[config.mk]
export PLATFORM = sky130hd
export DESIGN_NAME = load_store_unit_flat
export DESIGN_NICKNAME = d
export VERILOG_FILES = /design/src/rtl/lsu_pkg.sv /design/src/rtl/lsu_if.sv /design/src/rtl/lsu_load_align.sv /design/src/rtl/load_store_unit.sv /design/src/flat_wrapper.sv
export SDC_FILE = /design/constraint.sdc
export NUM_CORES = 1
export LEC_CHECK = 0
export CELL_PAD_IN_SITES_DETAIL_PLACEMENT = 1
export CELL_PAD_IN_SITES_GLOBAL_PLACEMENT = 2
export CORE_UTILIZATION = 26
export DETAILED_ROUTE_END_ITERATION = 8
export PLACE_DENSITY = 0.88
export SLEW_MARGIN = 20
export SYNTH_ARGS = -nofsm -noshare
export SYNTH_HDL_FRONTEND = slang
export SYNTH_SLANG_ARGS = --single-unit
[constraint.sdc]
create_clock -name clk -period 4 [get_ports clk]
set_clock_uncertainty 0.2 [all_clocks]
set_input_delay 0.4 -clock clk [delete_from_list [all_inputs] [get_ports clk]]
set_output_delay 0.4 -clock clk [all_outputs]
set_load 0.1 [all_outputs]
[src/rtl/lsu_pkg.sv]
// Shared types and constants for the load/store unit.
package lsu_pkg;

    localparam int DW = 32;

    localparam logic [2:0] LS_B  = 3'b000;
    localparam logic [2:0] LS_H  = 3'b001;
    localparam logic [2:0] LS_W  = 3'b010;
    localparam logic [2:0] LS_BU = 3'b100;
    localparam logic [2:0] LS_HU = 3'b101;

    typedef enum logic [1:0] {
        IDLE,
        REQ,
        RESP,
        FAULT
    } lsu_state_t;

endpackage

[src/rtl/lsu_if.sv]
// Word-wide request/ready data-memory port.
interface lsu_if
    import lsu_pkg::*;
#(
    parameter int DATA_WIDTH = DW
);

    localparam int BE_WIDTH = DATA_WIDTH / 8;

    logic                  MemReq;
    logic                  MemWe;
    logic [DATA_WIDTH-1:0] MemAddr;
    logic [DATA_WIDTH-1:0] MemWData;
    logic [BE_WIDTH-1:0]   MemBe;
    logic                  MemReady;
    logic [DATA_WIDTH-1:0] MemRData;

    modport master (
        output MemReq, MemWe, MemAddr, MemWData, MemBe,
        input  MemReady, MemRData
    );

    modport slave (
        input  MemReq, MemWe, MemAddr, MemWData, MemBe,
        output MemReady, MemRData
    );

endinterface

[src/rtl/lsu_load_align.sv]
// Picks the addressed lane out of a read word and extends it.
module lsu_load_align
    import lsu_pkg::*;
(
    input  logic [31:0] word,
    input  logic [1:0]  addr,
    input  logic [2:0]  ls_type,
    output logic [31:0] rdata
);

    logic [7:0]  b;
    logic [15:0] h;

    always_comb begin
        b     = word[{addr, 3'b000} +: 8];
        h     = addr[1] ? word[31:16] : word[15:0];
        rdata = word;
        unique case (1'b1)
            ls_type == LS_B:  rdata = {{24{b[7]}}, b};
            ls_type == LS_H:  rdata = {{16{h[15]}}, h};
            ls_type == LS_BU: rdata = {24'b0, b};
            ls_type == LS_HU: rdata = {16'b0, h};
            default:          rdata = word;
        endcase
    end

endmodule

[src/rtl/load_store_unit.sv]
// Memory-access stage: checks, issues and completes one load/store at a time.
module load_store_unit
    import lsu_pkg::*;
#(
    parameter int DATA_WIDTH = 32,
    parameter int BE_WIDTH   = DATA_WIDTH / 8
) (
    input  logic                  clk,
    input  logic                  rst,
    input  logic                  LsuValid,
    input  logic                  MemRead,
    input  logic                  MemWrite,
    input  logic [2:0]            LsType,
    input  logic [DATA_WIDTH-1:0] ALUResult,
    input  logic [DATA_WIDTH-1:0] WriteData,
    output logic                  Stall,
    output logic                  RespValid,
    output logic [DATA_WIDTH-1:0] ReadData,
    output logic                  Fault,
    lsu_if.master                 mem
);

    lsu_state_t            state;
    logic                  op, type_ok, misalign, illegal;
    logic [1:0]            lo;
    logic [BE_WIDTH-1:0]   be_n;
    logic [DATA_WIDTH-1:0] wd_n;

    logic                  mem_req, resp_valid, fault, we_q;
    logic [1:0]            lo_q;
    logic [2:0]            type_q;
    logic [BE_WIDTH-1:0]   be_q;
    logic [DATA_WIDTH-1:0] addr_q, wd_q, rdata_q, aligned;

    assign lo = ALUResult[1:0];
    assign op = LsuValid & (MemRead | MemWrite);

    always_comb begin
        type_ok = 1'b0;
        case (LsType)
            LS_B, LS_H, LS_W: type_ok = 1'b1;
            LS_BU, LS_HU:     type_ok = ~MemWrite;
            default:          type_ok = 1'b0;
        endcase
        if (MemRead & MemWrite) type_ok = 1'b0;
    end

    assign misalign = ((LsType[1:0] == 2'b01) & lo[0])
                    | ((LsType[1:0] == 2'b10) & (|lo));
    assign illegal  = ~type_ok | misalign;

    // Store lanes are replicated so the byte enables alone pick the target.
    always_comb begin
        be_n = '1;
        wd_n = WriteData;
        unique case (1'b1)
            LsType[1:0] == 2'b00: begin
                be_n = 4'b0001 << lo;
                wd_n = {4{WriteData[7:0]}};
            end
            LsType[1:0] == 2'b01: begin
                be_n = 4'b0011 << lo;
                wd_n = {2{WriteData[15:0]}};
            end
            default: begin
                be_n = '1;
                wd_n = WriteData;
            end
        endcase
    end

    always_ff @(posedge clk or posedge rst) begin
        if (rst) begin
            state      <= IDLE;
            mem_req    <= 1'b0;
            resp_valid <= 1'b0;
            fault      <= 1'b0;
            we_q       <= 1'b0;
            lo_q       <= '0;
            type_q     <= '0;
            be_q       <= '0;
            addr_q     <= '0;
            wd_q       <= '0;
            rdata_q    <= '0;
        end else begin
            resp_valid <= 1'b0;
            fault      <= 1'b0;
            unique case (state)
                IDLE, RESP: begin
                    if (op && illegal) begin
                        state <= FAULT;
                        fault <= 1'b1;
                    end else if (op) begin
                        state   <= REQ;
                        mem_req <= 1'b1;
                        we_q    <= MemWrite;
                        lo_q    <= lo;
                        type_q  <= LsType;
                        be_q    <= be_n;
                        addr_q  <= {ALUResult[DATA_WIDTH-1:2], 2'b00};
                        wd_q    <= wd_n;
                    end else begin
                        state <= IDLE;
                    end
                end
                REQ: begin
                    if (mem.MemReady) begin
                        state      <= RESP;
                        mem_req    <= 1'b0;
                        resp_valid <= 1'b1;
                        rdata_q    <= mem.MemRData;
                    end
                end
                FAULT:   state <= IDLE;
                default: state <= IDLE;
            endcase
        end
    end

    lsu_load_align u_align (
        .word    (rdata_q),
        .addr    (lo_q),
        .ls_type (type_q),
        .rdata   (aligned)
    );

    assign Stall        = op | (state == REQ);
    assign RespValid    = resp_valid;
    assign Fault        = fault;
    assign ReadData     = (resp_valid & ~we_q) ? aligned : '0;
    assign mem.MemReq   = mem_req;
    assign mem.MemWe    = we_q;
    assign mem.MemAddr  = addr_q;
    assign mem.MemWData = wd_q;
    assign mem.MemBe    = be_q;

endmodule

[src/flat_wrapper.sv]
// flat-port wrapper written by rule: the top's interface ports become plain ports
module load_store_unit_flat import lsu_pkg::*;
#(
    parameter int DATA_WIDTH = 32,
    parameter int BE_WIDTH   = DATA_WIDTH / 8
)
  (clk, rst, LsuValid, MemRead, MemWrite, LsType, ALUResult, WriteData, Stall, RespValid, ReadData, Fault, mem_MemReq, mem_MemWe, mem_MemAddr, mem_MemWData, mem_MemBe, mem_MemReady, mem_MemRData);
  lsu_if #(.DATA_WIDTH(DATA_WIDTH)) mem_i ();
  input  logic clk;
  input  logic rst;
  input  logic LsuValid;
  input  logic MemRead;
  input  logic MemWrite;
  input  logic [2:0] LsType;
  input  logic [DATA_WIDTH-1:0] ALUResult;
  input  logic [DATA_WIDTH-1:0] WriteData;
  output logic Stall;
  output logic RespValid;
  output logic [DATA_WIDTH-1:0] ReadData;
  output logic Fault;
  output wire logic [$bits(mem_i.MemReq)-1:0] mem_MemReq;
  output wire logic [$bits(mem_i.MemWe)-1:0] mem_MemWe;
  output wire logic [$bits(mem_i.MemAddr)-1:0] mem_MemAddr;
  output wire logic [$bits(mem_i.MemWData)-1:0] mem_MemWData;
  output wire logic [$bits(mem_i.MemBe)-1:0] mem_MemBe;
  input wire logic [$bits(mem_i.MemReady)-1:0] mem_MemReady;
  input wire logic [$bits(mem_i.MemRData)-1:0] mem_MemRData;
  assign mem_MemReq = mem_i.MemReq;
  assign mem_MemWe = mem_i.MemWe;
  assign mem_MemAddr = mem_i.MemAddr;
  assign mem_MemWData = mem_i.MemWData;
  assign mem_MemBe = mem_i.MemBe;
  assign mem_i.MemReady = mem_MemReady;
  assign mem_i.MemRData = mem_MemRData;
  load_store_unit #(.DATA_WIDTH(DATA_WIDTH), .BE_WIDTH(BE_WIDTH)) u_core (.clk(clk), .rst(rst), .LsuValid(LsuValid), .MemRead(MemRead), .MemWrite(MemWrite), .LsType(LsType), .ALUResult(ALUResult), .WriteData(WriteData), .Stall(Stall), .RespValid(RespValid), .ReadData(ReadData), .Fault(Fault), .mem(mem_i));
endmodule
==> impl_metrics.csv <==
group,metric,value,unit
floorplan,core_area,19700,µm²
floorplan,io-pin-count,210,
synthesis,synth-seq-cells,109,
critical_path,critical_path.top_delay_family,"buffers and inverters",
finish,final_area,7790,µm²
global_routing,antenna_found_initial,1,
global_routing,grt_max_degree,67,
finish,multi_input_area,2320,µm²
synthesis,synthesis.area,5260,µm²
synthesis,avgSynthCellArea,10.6,µm²
global_routing,grt-ovfl-total,0,
timing,final_hold_viol_count,0,
route,viasPerCell,4.56,
synthesis,synthTopCellsByArea,"dfrtp_1, mux2_2, nand2_1",
critical_path,startpoint_type,"register",
power,power,0.00637,W
clock_network,hold_buffers,0,
synthesis,yosysSeqAreaShare,51.9,%
floorplan,placementRows,51,
critical_path,slowest_delay,0.71,ns
worst_hold_path,hold_path.class,"primary input to asynchronous set/reset pin",
clock_network,clkSinkCount,109,
route,drtPass1Iterations,4,
critical_path,crit_required,3.40,ns
synthesis,ys_warn_count,0,
synthesis,syn_inst,496,
timing,fmax,304,MHz
clock_network,post_cts_buffers,0,
clock_network,cts_resized,0,
synthesis,synth_area_leader_cell,"dfrtp_1",
critical_path,worst_ep_arrival_time,2.69,ns
critical_path,path_cells,"inv_1, nand3_1, nor2_1, a2111oi_1, buf_4",
finish,ff_latch_area,2730,µm²
clock_network,numCtsBuffers,9,
global_routing,grt_pass1_wl,26400,µm
route,drc,0,
clock_network,clk_pin_slew,0.07,ns
timing,setup-violations-final,0,
critical_path,crit_buf_inv,2,
clock_network,ctsRootBufferMaster,"clkbuf_16",
critical_path,endpoint_kind,"primary output",
place,placed_cell_area,7480,µm²
timing,worstMarginPinSlew,1.03,ns
global_routing,grt_pass1_vias,4834,
synthesis,synth_edf_count,0,
route,wl_per_cell,17.5,µm
clock_network,insertion_delay,0.35,ns
timing,slew_violations,0,
synthesis,synth_top_area_share,51.9,%
route,ant_nets,0,
floorplan,die_w,144,µm
finish,n_fill_cell,2238,
finish,drive_gt1_share,20.7,%
flow_run,maxCapViolCount,0,
clock_network,cts-htree-levels,3,
power,max-vdd-ir-drop,0.549,mV
finish,area_growth_syn_to_layout,48.2,%
clock_network,cts_max_path_buffers,2,
synthesis,synth_top_flop_cell,"dfrtp_1",
global_routing,track_usage,16.7,%
place,hpwl,12500,µm
status,status,"complete, no violations",
floorplan,start_util,26.8,%
clock_network,cts_tree,"done",
place,numPortBuffers,207,
floorplan,die-area,20800,µm²
route,drt_wl_total,16800,µm
finish,final_core_util,39.7,%
timing,max-slew-margin-rel,31.1,%
critical_path,worstSetupPathType,"register to primary output",
place,gp_routability_congestion,0.809,
timing,period_needed,3.29,ns
floorplan,die_y,144,µm
timing,fin_crit_sh,82.3,%
critical_path,cp_slowest_cell,"dfrtp_1",
route,vias,4385,
finish,nets,796,
synthesis,synth_cell_types,35,
synthesis,async_flop_share,100,%
critical_path,crit_fanout,20,
finish,final_common_cell,"clkdlybuf4s50_1",
route,drtIter0Drc,139,
place,place_ws,0.969,ns
power,p_leak,3.51,nW
finish,layout_common_cells,"clkdlybuf4s50_1, nand2_1, dfrtp_1, mux2_2, buf_4",
timing,worst_slack,0.707,ns
power,cellPowerDensity,817,nW/µm²
timing,rsz0062_at_grt,"no",
==> power by group <==
part	switching [W]	internal, W
Clock	0.000441	0.000513
Combinational	0.00267	0.000938
Sequential	0.000314	0.00149
==> flip-flops by register name, summed over array words and instances (netlist names) <==
signal and count:
u_core.mem.MemReq 1, u_core.mem.MemWData 32, u_core.mem.MemBe 4, u_core.RespValid 1, u_core.mem.MemWe 1, u_core.lo_q 2, u_core.state 2, u_core.mem.MemAddr 30
u_core.Fault 1, u_core.rdata_q 32, u_core.type_q 3
==> cell type report <==
type                       instances  share of cell area, %
clock inverter                     5                  0.867
inverter                           6                  0.321
timing repair buffer             215                   26.6
tap                              265                   4.25
multi-input combinational        350                   29.8
clock buffer                      11                   3.11
sequential                       109                   35.0
antenna                            1                 0.0321
==> synth_stat cells (all sizes together), types with 2 or more instances <==
library cell,instances
nand2,150
dfrtp,109
mux2,89
mux2i,26
o21ai,21
nor2,20
clkbuf,17
a21oi,15
buf,15
inv,5
nand2b,4
nand3,3
a2111oi,2
a21o,2
o21bai,2
or2,2
==> final timing paths <==
kind	start	end	slack [ns]	cells after the start
min	rst	u_core.mem.MemAddr[29]	0.25	2
min in group clk	u_core.rdata_q[5]	u_core.rdata_q[5]	0.29	2
max	u_core.type_q[1]	ReadData[5]	0.71	5
max reg2reg	u_core.state[0]	u_core.mem.MemAddr[9]	1.95	3
max in group asynchronous	rst	u_core.mem.MemWData[24]	2.56	3
min reg2reg	u_core.rdata_q[5]	u_core.rdata_q[5]	0.29	2
==> kinds of logic after synthesis <==
logic type	after synthesis	share of synthesized area, %
buffers and inverters	38	4.12
AO/OA/AOI/OAI	47	5.45
other	1	0.0713
AND/OR/NAND/NOR	185	14.1
multiplexers	116	24.4
flip-flops	109	51.9
==> worst register-to-register path, delay by kind of cell, from the launching register on <==
kind,cells,cell delay [ns]
buf+inv,1,0.37
mux,1,0.45
flops,1,0.45
simple gates,1,0.47
==> metrics by stage <==
stage / std cells / hold slack (ns) / setup TNS [ns]
5_1_grt: 961 / 0.302 / 0
4_1_cts: 961 / 0.269 / 0
6_report: 962 / 0.255 / 0
3_3_place_gp: 945 / 0.270 / 0
2_1_floorplan: 497 / 0.246 / -2.22
3_5_place_dp: 945 / 0.275 / 0
==> layer usage <==
metal	track usage [%]	share of wire [%]
met5	0	0
met4	5.15	1.5
met3	5.20	7.9
met2	28.2	49
met1	20.1	42
No activity file was read; power rests on OpenSTA's default activity.
